===== config.mk =====
export PLATFORM = sky130hd
export DESIGN_NAME = seg7_scanner
export DESIGN_NICKNAME = d
export VERILOG_FILES = /design/src/rtl/seg7_scanner.sv
export SDC_FILE = /design/constraint.sdc
export NUM_CORES = 1
export LEC_CHECK = 0
export CAP_MARGIN = 40
export CORE_ASPECT_RATIO = 0.7
export CORE_MARGIN = 2
export CORE_UTILIZATION = 50
export DETAILED_ROUTE_END_ITERATION = 10
export PLACE_DENSITY_LB_ADDON = 0.08
export SLEW_MARGIN = 20
export SYNTH_ARGS = -nofsm -noshare
export SYNTH_HDL_FRONTEND = slang
export SYNTH_SLANG_ARGS = --single-unit

===== constraint.sdc =====
create_clock -name clk -period 3.2 [get_ports clk]
set_clock_uncertainty 0.1 [all_clocks]
set_input_delay 0.8 -clock clk [delete_from_list [all_inputs] [get_ports clk]]
set_output_delay 0.8 -clock clk [all_outputs]
set_load 0.01 [all_outputs]

===== src/rtl/seg7_scanner.sv =====
// Four-digit common-anode 7-segment scanner for a 16-bit hex value.
// A frame-latched copy of the value, blanking gaps and leading-zero suppression keep the display tear-free.
module seg7_scanner #(
    parameter int DIGIT_TICKS = 100000,
    parameter int BLANK_TICKS = 1000
) (
    input  logic        clk,
    input  logic        rst_n,
    input  logic [15:0] value,
    input  logic        value_valid,
    input  logic [3:0]  dp_mask,
    input  logic        blank_lz,
    output logic [3:0]  an,
    output logic [7:0]  out,
    output logic        frame_done
);

    localparam int MAX_T = (DIGIT_TICKS > BLANK_TICKS) ? DIGIT_TICKS : BLANK_TICKS;
    localparam int CW    = (MAX_T > 1) ? $clog2(MAX_T) : 1;
    localparam logic [CW-1:0] DIGIT_LAST = CW'(DIGIT_TICKS - 1);
    localparam logic [CW-1:0] BLANK_LAST = CW'((BLANK_TICKS > 0) ? BLANK_TICKS - 1 : 0);
    localparam bit HAS_BLANK = (BLANK_TICKS > 0);

    typedef enum logic {ST_BLANK, ST_SHOW} state_t;
    localparam state_t FIRST_STATE = HAS_BLANK ? ST_BLANK : ST_SHOW;

    state_t        state_q, state_d;
    logic [1:0]    digit_q, digit_d;
    logic [CW-1:0] cnt_q, cnt_d;
    logic [15:0]   shadow_q, shadow_d;
    logic [15:0]   disp_val_q, disp_val_d;
    logic          lz_en_q, lz_en_d;
    logic          first_q, first_d;
    logic [3:0]    an_q, an_d;
    logic [7:0]    out_q, out_d;
    logic          frame_done_q, frame_done_d;
    logic          load;
    logic          suppress;
    logic [3:0]    nib;

    function automatic logic [6:0] seg(input logic [3:0] n);
        case (n)
            4'h0: seg = 7'h40;
            4'h1: seg = 7'h79;
            4'h2: seg = 7'h24;
            4'h3: seg = 7'h30;
            4'h4: seg = 7'h19;
            4'h5: seg = 7'h12;
            4'h6: seg = 7'h02;
            4'h7: seg = 7'h78;
            4'h8: seg = 7'h00;
            4'h9: seg = 7'h10;
            4'hA: seg = 7'h08;
            4'hB: seg = 7'h03;
            4'hC: seg = 7'h46;
            4'hD: seg = 7'h21;
            4'hE: seg = 7'h06;
            default: seg = 7'h0E;
        endcase
    endfunction

    always_comb begin
        shadow_d = value_valid ? value : shadow_q;
        state_d  = state_q;
        digit_d  = digit_q;
        cnt_d    = cnt_q + 1'b1;
        first_d  = 1'b0;
        load     = 1'b0;

        // The first cycle after reset counts as entering digit 0, so it loads a frame.
        if (first_q) begin
            cnt_d = '0;
            load  = 1'b1;
        end else if (state_q == ST_BLANK) begin
            if (cnt_q == BLANK_LAST) begin
                state_d = ST_SHOW;
                cnt_d   = '0;
            end
        end else if (cnt_q == DIGIT_LAST) begin
            cnt_d   = '0;
            digit_d = digit_q + 2'd1;
            state_d = HAS_BLANK ? ST_BLANK : ST_SHOW;
            load    = (digit_q == 2'd3);
        end

        disp_val_d   = load ? (value_valid ? value : shadow_q) : disp_val_q;
        lz_en_d      = load ? blank_lz : lz_en_q;
        frame_done_d = load;

        nib = disp_val_d[{digit_d, 2'b00} +: 4];
        case (digit_d)
            2'd1:    suppress = lz_en_d && (disp_val_d[15:4] == 12'h000);
            2'd2:    suppress = lz_en_d && (disp_val_d[15:8] == 8'h00);
            2'd3:    suppress = lz_en_d && (disp_val_d[15:12] == 4'h0);
            default: suppress = 1'b0;
        endcase

        an_d  = 4'hF;
        out_d = 8'hFF;
        if (state_d == ST_SHOW && !suppress) begin
            an_d  = ~(4'b0001 << digit_d);
            out_d = {~dp_mask[digit_d], seg(nib)};
        end
    end

    always_ff @(posedge clk) begin
        if (!rst_n) begin
            state_q      <= FIRST_STATE;
            digit_q      <= 2'd0;
            cnt_q        <= '0;
            shadow_q     <= 16'h0000;
            disp_val_q   <= 16'h0000;
            lz_en_q      <= 1'b0;
            first_q      <= 1'b1;
            an_q         <= 4'hF;
            out_q        <= 8'hFF;
            frame_done_q <= 1'b0;
        end else begin
            state_q      <= state_d;
            digit_q      <= digit_d;
            cnt_q        <= cnt_d;
            shadow_q     <= shadow_d;
            disp_val_q   <= disp_val_d;
            lz_en_q      <= lz_en_d;
            first_q      <= first_d;
            an_q         <= an_d;
            out_q        <= out_d;
            frame_done_q <= frame_done_d;
        end
    end

    assign an         = an_q;
    assign out        = out_q;
    assign frame_done = frame_done_q;

endmodule


==> results of run 1 <==
==> per-layer routing <==
metal	track usage [%]	routed length (um)
met1	32.6	3540
met2	30.5	2840
met3	6.85	459
met4	6.02	44
met5	0	0
==> sequential cells by signal, indices dropped and copies added (netlist names), 2 cells and up <==
| register | flops |
|---|---|
| disp_val_q | 16 |
| digit_q | 2 |
| shadow_q | 16 |
| cnt_q | 17 |
| out | 8 |
| an | 4 |
==> power groups by stage <==
stage | clock (mW) | combinational, mW | sequential, mW
finish | 0.691 | 0.252 | 0.872
global route | 0.742 | 0.274 | 0.874
CTS | 0.710 | 0.241 | 0.871
detailed placement | 0 | 0.238 | 0.890
global placement | 0 | 0.234 | 0.889
floorplan | 0 | 0.138 | 0.888
==> worst paths after layout <==
kind               startpoint  slack [ps]       end  depth (start not counted)
setup / recovery  value_valid         130    out[6]                         10
hold / removal       cnt_q[0]         360  cnt_q[0]                          1
setup reg to reg    cnt_q[14]         150    out[6]                         11
hold reg to reg      cnt_q[0]         360  cnt_q[0]                          1
==> placed cells by master (no fill, tap or decap), drive strengths merged, types with 3 or more instances in the layout <==
| master | netlist | layout |
|---|---|---|
| nand4 | 5 | 5 |
| o21ai | 6 | 6 |
| clkbuf | 6 | 10 |
| buf | 7 | 40 |
| o221ai | 3 | 3 |
| mux4 | 3 | 3 |
| nor4 | 4 | 4 |
| nand2 | 19 | 19 |
| clkdlybuf4s50 | 0 | 36 |
| inv | 7 | 8 |
| and4 | 3 | 3 |
| xor2 | 10 | 10 |
| nor2 | 52 | 52 |
| xnor2 | 6 | 6 |
| ha | 7 | 7 |
| nand3 | 9 | 9 |
| mux2i | 29 | 29 |
| dfxtp | 67 | 67 |
| mux2 | 11 | 11 |
| o211ai | 3 | 3 |
| a21oi | 12 | 12 |
| and2 | 16 | 16 |
==> critical path, delay by kind of cell <==
family	cells	cell delay, ps
muxes	5	1220
buffers and inverters	4	1000
AOI/OAI and AO/OA	1	140
==> layout make-up <==
cell class                 instances  share of cell area, %
clock buffer                      10                   3.20
multi-input combinational        218                   41.6
timing repair buffer              76                   16.9
tap                               75                   2.35
clock inverter                     6                   1.60
sequential                        67                   33.8
inverter                           7                  0.659
==> per-stage QoR <==
| step | cell area [um2] | setup WS (ps) |
|---|---|---|
| 2_1_floorplan | 3060 | 58.5 |
| 3_3_place_gp | 3690 | -272 |
| 3_5_place_dp | 3700 | -346 |
| 4_1_cts | 3910 | 34.3 |
| 5_1_grt | 3990 | 3.16 |
| 6_report | 3990 | 135 |
==> cells by family (layout without fill, tap and decap cells) <==
family,Yosys count,count (layout)
buffers and inverters,20,99
XOR/XNOR,16,16
flip-flops,67,67
adder cells (fa/ha/maj),7,7
multiplexers,43,43
AND/OR/NAND/NOR,120,120
AO/OA/AOI/OAI,31,32
==> repair_timing <==
item | in CTS | in global routing
gates cloned | 1 | 0
pin swaps | 1 | 5
endpoints found under the setup margin | 1 | 10
gates resized for setup | 1 | 17
setup buffers | 2 | 4
==> flow_summary_export.csv, run 1 <==
group,metric,value,unit
final_layout,layout.nets,410,
clock_network,clkSlewWorstSetupHoldPaths,70,ps
critical_path,start_kind,"primary input",
global_routing,grt_max_degree,23,
sta,rsz0062_at_grt,"no",
place,gp_congestion,0.890,
place,place_inst,436,
critical_path,path_cells,"clkdlybuf4s50_1 -> buf_12 -> buf_4 -> mux2_2 -> mux2i_2 -> mux2i_1 -> mux2_2 -> buf_4 -> mux2i_1 -> o221ai_1",
yosys,synth_xor_xnor_area_share,5.20,%
run,maxCapViolations,0,
power_and_ir_drop,clockPowerShare,38.1,%
floorplan,dieArea,6760,um2
global_routing,grt_use_total,21.9,%
yosys,synth-edff-count,0,
critical_path,crit_path_top_delay_cell,"clkdlybuf4s50_1",
sta,worst_pin_slew,705,ps
clock_network,ctsHoldBuffers,0,
clock_network,cts_tree,"built",
yosys,synth.area.top_cells,"dfxtp_1, mux2i_1, nor2_1",
place,dp.final_hpwl,4840,um
detailed_routing,route.detailed.drc,0,
power_and_ir_drop,p_per_area,455,nW/um2
power_and_ir_drop,internal_power,1.36,mW
critical_path,worstSetupEndpointType,"register",
final_layout,diodes,0,
sta,hold_viol,0,
power_and_ir_drop,power.switching,0.458,mW
yosys,synth_compound_area_share,6.68,%
critical_path,worstPathMaxFanout,11,
yosys,synth.area.mux_share,17.3,%
power_and_ir_drop,ir_drop,221,uV
sta,slew_headroom,53.0,%
floorplan,io_pins,37,
yosys,async_reset_ff_share,0,%
detailed_routing,vias_per_cell,5.17,
detailed_routing,drtIter0Drc,164,
yosys,ys_ff_latch,67,
clock_network,cts_buffer_depth,2,
floorplan,coreArea,5810,um2
detailed_routing,routed_wirelength,6890,um
detailed_routing,ant_nets,0,
global_routing,grt_first_pass_wirelength,11700,um
sta,final.min_clock_period,3070,ps
detailed_routing,firstDrtPassIters,4,
global_routing,grt_pass1_vias,2347,
yosys,synth_cell_types,45,
final_layout,final-instance-count-excl-fill,459,
final_layout,multi_input_area,1660,um2
yosys,synth-adder-area-share,2.87,%
yosys,synth_top_family_by_area,"simple AND/OR/NAND/NOR gates",
yosys,netlist_area,3050,um2
clock_network,worstSkewPairLatency,340,ps
critical_path,worstSetupPathType,"primary input to register",
power_and_ir_drop,swShare,25.2,%
yosys,synth.most_common_cell,"dfxtp_1",
final_layout,regArea,1350,um2
sta,setup_viol,0,
place,port_buffers,36,
sta,post-route-period-util,95.8,%
yosys,syn_nets,335,
yosys,ys.flop_type,"dfxtp_1",
clock_network,cts-root-buf,"clkbuf_8",
global_routing,overflow,0,
clock_network,cts_sinks,67,
floorplan,start_util,52.5,%
sta,hold_ws,357,ps
sta,final_max_slew_viol_count,0,
run_status,status,"complete, no violations",
final_layout,utilization,68.6,%
yosys,yosys.area.top_type,"dfxtp_1",
floorplan,dieWidth,97.4,um
yosys,post_synth_and_or_nand_nor_area_fraction,20.4,%
sta,fmax,326,MHz
final_layout,drive_gt1_share,24.7,%
yosys,yosys.area.top_type_share,43.9,%
sta,fin_setup_tns,0,ps
final_layout,nFillCells,467,
clock_network,htree_levels,3,
power_and_ir_drop,pwr-share-comb,13.9,%
clock_network,cts_buffers,9,
yosys,syn_inst,304,
critical_path,max_stage_delay,510,ps
yosys,yosysWarnings,0,
yosys,yosysSeqAreaShare,43.9,%
power_and_ir_drop,seqPwrFrac,48.0,%
floorplan,num_rows,23,
yosys,synth.avg_cell_area,10.0,um2
critical_path,cp.required,3300,ps
detailed_routing,vias,2373,
detailed_routing,wl_per_cell,15.0,um
power_and_ir_drop,power_leakage,1.65,nW
hold_path,min_path_type,"register to register",
global_routing,antenna_found_initial,0,
power_and_ir_drop,p_total,1.81,mW
critical_path,arrival,3160,ps
floorplan,floorplan.die.height,69.4,um
yosys,synth.top_cells.by_count,"dfxtp_1, nor2_1, mux2i_1",
final_layout,area_growth,30.6,%
No activity file was read; power rests on OpenSTA's default activity.
==> run 2: changes to the inputs <==
--- a/config.mk
+++ b/config.mk
@@ -8,7 +8,7 @@
 export CAP_MARGIN = 40
 export CORE_ASPECT_RATIO = 0.7
 export CORE_MARGIN = 2
-export CORE_UTILIZATION = 50
+export CORE_UTILIZATION = 35
 export DETAILED_ROUTE_END_ITERATION = 10
 export PLACE_DENSITY_LB_ADDON = 0.08
 export SLEW_MARGIN = 20
==> flow_summary_export.csv, run 2 (synthesis gave the netlist of run 1 again) <==
group,metric,value,unit
place,dp.final_hpwl,4960,um
critical_path,path_cells,"clkdlybuf4s50_1 -> buf_12 -> mux2i_1 -> nand2_1 -> o21a_1 -> mux4_2 -> ha_1 -> buf_4 -> inv_1 -> mux2i_1 -> mux2i_1 -> nand2_1",
critical_path,cp.required,3300,ps
floorplan,start_util,36.0,%
floorplan,floorplan.die.height,82.2,um
final_layout,multi_input_area,1640,um2
global_routing,grt_use_total,16.0,%
final_layout,layout_commonest_cell,"dfxtp_1",
detailed_routing,firstDrtPassIters,4,
power_and_ir_drop,ir_drop,273,uV
detailed_routing,dr_wl_met2,2680,um
detailed_routing,wl_met1,4010,um
global_routing,grt_pass1_vias,2041,
critical_path,start_kind,"primary input",
detailed_routing,ant_nets,0,
final_layout,diodes,0,
final_layout,layout.nets,416,
clock_network,cts_buffer_depth,2,
final_layout,final_cell_mix,"dfxtp_1, nor2_1, buf_4",
final_layout,regArea,1340,um2
sta,layout_setup_ws,136,ps
detailed_routing,drtIter0Drc,116,
run,maxCapViolations,0,
floorplan,io_pins,37,
floorplan,coreArea,8480,um2
final_layout,area_growth,38.6,%
detailed_routing,routed_wirelength,7170,um
final_layout,largest_reg_flops,17,
detailed_routing,vias_per_cell,4.58,
critical_path,worstSetupEndpointType,"register",
place,dp_slack,-351,ps
critical_path,arrival,3160,ps
final_layout,largest-register,"cnt_q",
sta,worst_pin_slew,414,ps
final_layout,top_regs,"cnt_q: 17 flops, disp_val_q: 16 flops, shadow_q: 16 flops",
sta,post-route-period-util,95.8,%
clock_network,cts_tree,"built",
sta,hold_ws,352,ps
global_routing,grt_max_degree,23,
floorplan,num_rows,28,
sta,slew_headroom,71.9,%
detailed_routing,top_layer,"met4",
critical_path,worstSetupPathType,"primary input to register",
sta,rsz0062_at_grt,"yes",
hold_path,min_path_type,"register to register",
clock_network,htree_levels,3,
sta,fmax,326,MHz
detailed_routing,route.detailed.drc,0,
place,port_buffers,36,
clock_network,ctsHoldBuffers,0,
final_layout,drive_gt1_share,24.4,%
clock_network,cts_sinks,67,
final_layout,nFillCells,810,
detailed_routing,met3_length,409,um
detailed_routing,vias,2338,
critical_path,crit_path_top_delay_cell,"mux4_2",
global_routing,overflow,0,
global_routing,grt_first_pass_wirelength,11100,um
critical_path,cp_common_cell,"mux2i_1",
floorplan,dieArea,9500,um2
power_and_ir_drop,p_per_area,520,nW/um2
clock_network,worstSkewPairLatency,330,ps
global_routing,antenna_found_initial,0,
place,gp_congestion,0.818,
clock_network,cts-root-buf,"clkbuf_16",
sta,final_max_slew_viol_count,0,
sta,hold_viol,0,
power_and_ir_drop,power_leakage,1.76,nW
detailed_routing,wl_per_cell,14.1,um
final_layout,utilization,49.9,%
floorplan,dieWidth,116,um
clock_network,cts_buffers,9,
run_status,status,"complete, no violations",
clock_network,clkSlewWorstSetupHoldPaths,50,ps
sta,final.min_clock_period,3060,ps
critical_path,worstPathMaxFanout,11,
sta,setup_viol,0,
critical_path,max_stage_delay,520,ps
==> run 2: changes by cell type in the layout (fill, tap and decap cells not counted), sizes merged <==
cell      previous run  this run
bufinv               1         2
clkinv               2         3
inv                  8         7
clkbuf              10        11
clkinvlp             2         0
buf                 40        46
==> run 2: final timing paths <==
check | startpoint | endpoint | slack, ps | cells after the start
max | value_valid | out[3] | 140 | 12
min reg2reg | cnt_q[0] | cnt_q[0] | 350 | 1
min | cnt_q[0] | cnt_q[0] | 350 | 1
max reg2reg | cnt_q[15] | out[3] | 180 | 13
==> run 2: through the flow <==
stage | instance area (um2) | cells | setup TNS, ps | power, mW
floorplan | 3060 | 304 | 0 | 1.03
global placement | 3790 | 485 | -2120 | 1.13
detailed placement | 3790 | 485 | -2220 | 1.13
CTS | 4120 | 501 | 0 | 2.22
global route | 4230 | 510 | -54.1 | 2.30
finish | 4230 | 510 | 0 | 2.20
==> run 2: layout make-up <==
type / instances / share of cell area (%)
clock inverter: 5 / 1.77
timing repair buffer: 82 / 17.6
inverter: 7 / 0.621
clock buffer: 11 / 5.97
multi-input combinational: 218 / 38.8
tap: 120 / 3.55
sequential: 67 / 31.7
==> run 2: metal layers <==
layer | up-vias | track usage [%]
met4 | 0 | 6.07
met5 | - | 0
met3 | 5 | 5.84
li1 | 1216 | -
met1 | 1067 | 24.6
met2 | 50 | 19.5
==> run 2: timing repair <==
action                                  in CTS  in global routing
setup buffers                                0                  8
pin swaps                                    0                  3
endpoints found under the setup margin       1                  9
gates resized for setup                      1                 11
gates cloned                                 0                  1
==> run 2: power by group <==
group	leakage, nW	internal, mW	switching [mW]	total [mW]
Clock	0.165	0.720	0.353	1.07
Sequential	0.548	0.863	0.0101	0.873
Combinational	1.05	0.140	0.116	0.256
Total	1.76	1.72	0.479	2.20
==> run 2: worst max-delay path, delay by kind of cell <==
kind                       cells  cell delay [ps]
and+or+nand+nor                2              160
adders and majority gates      1              250
muxes                          4              940
buffers and inverters          4              880
AOI/OAI and AO/OA              1              120
==> run 3: changes to the inputs <==
--- a/config.mk
+++ b/config.mk
@@ -15,3 +15,4 @@
 export SYNTH_ARGS = -nofsm -noshare
 export SYNTH_HDL_FRONTEND = slang
 export SYNTH_SLANG_ARGS = --single-unit
+export TNS_END_PERCENT = 50
==> results of run 3 <==
Same layout as run 2: the final DEF is identical, and so are final timing and power.
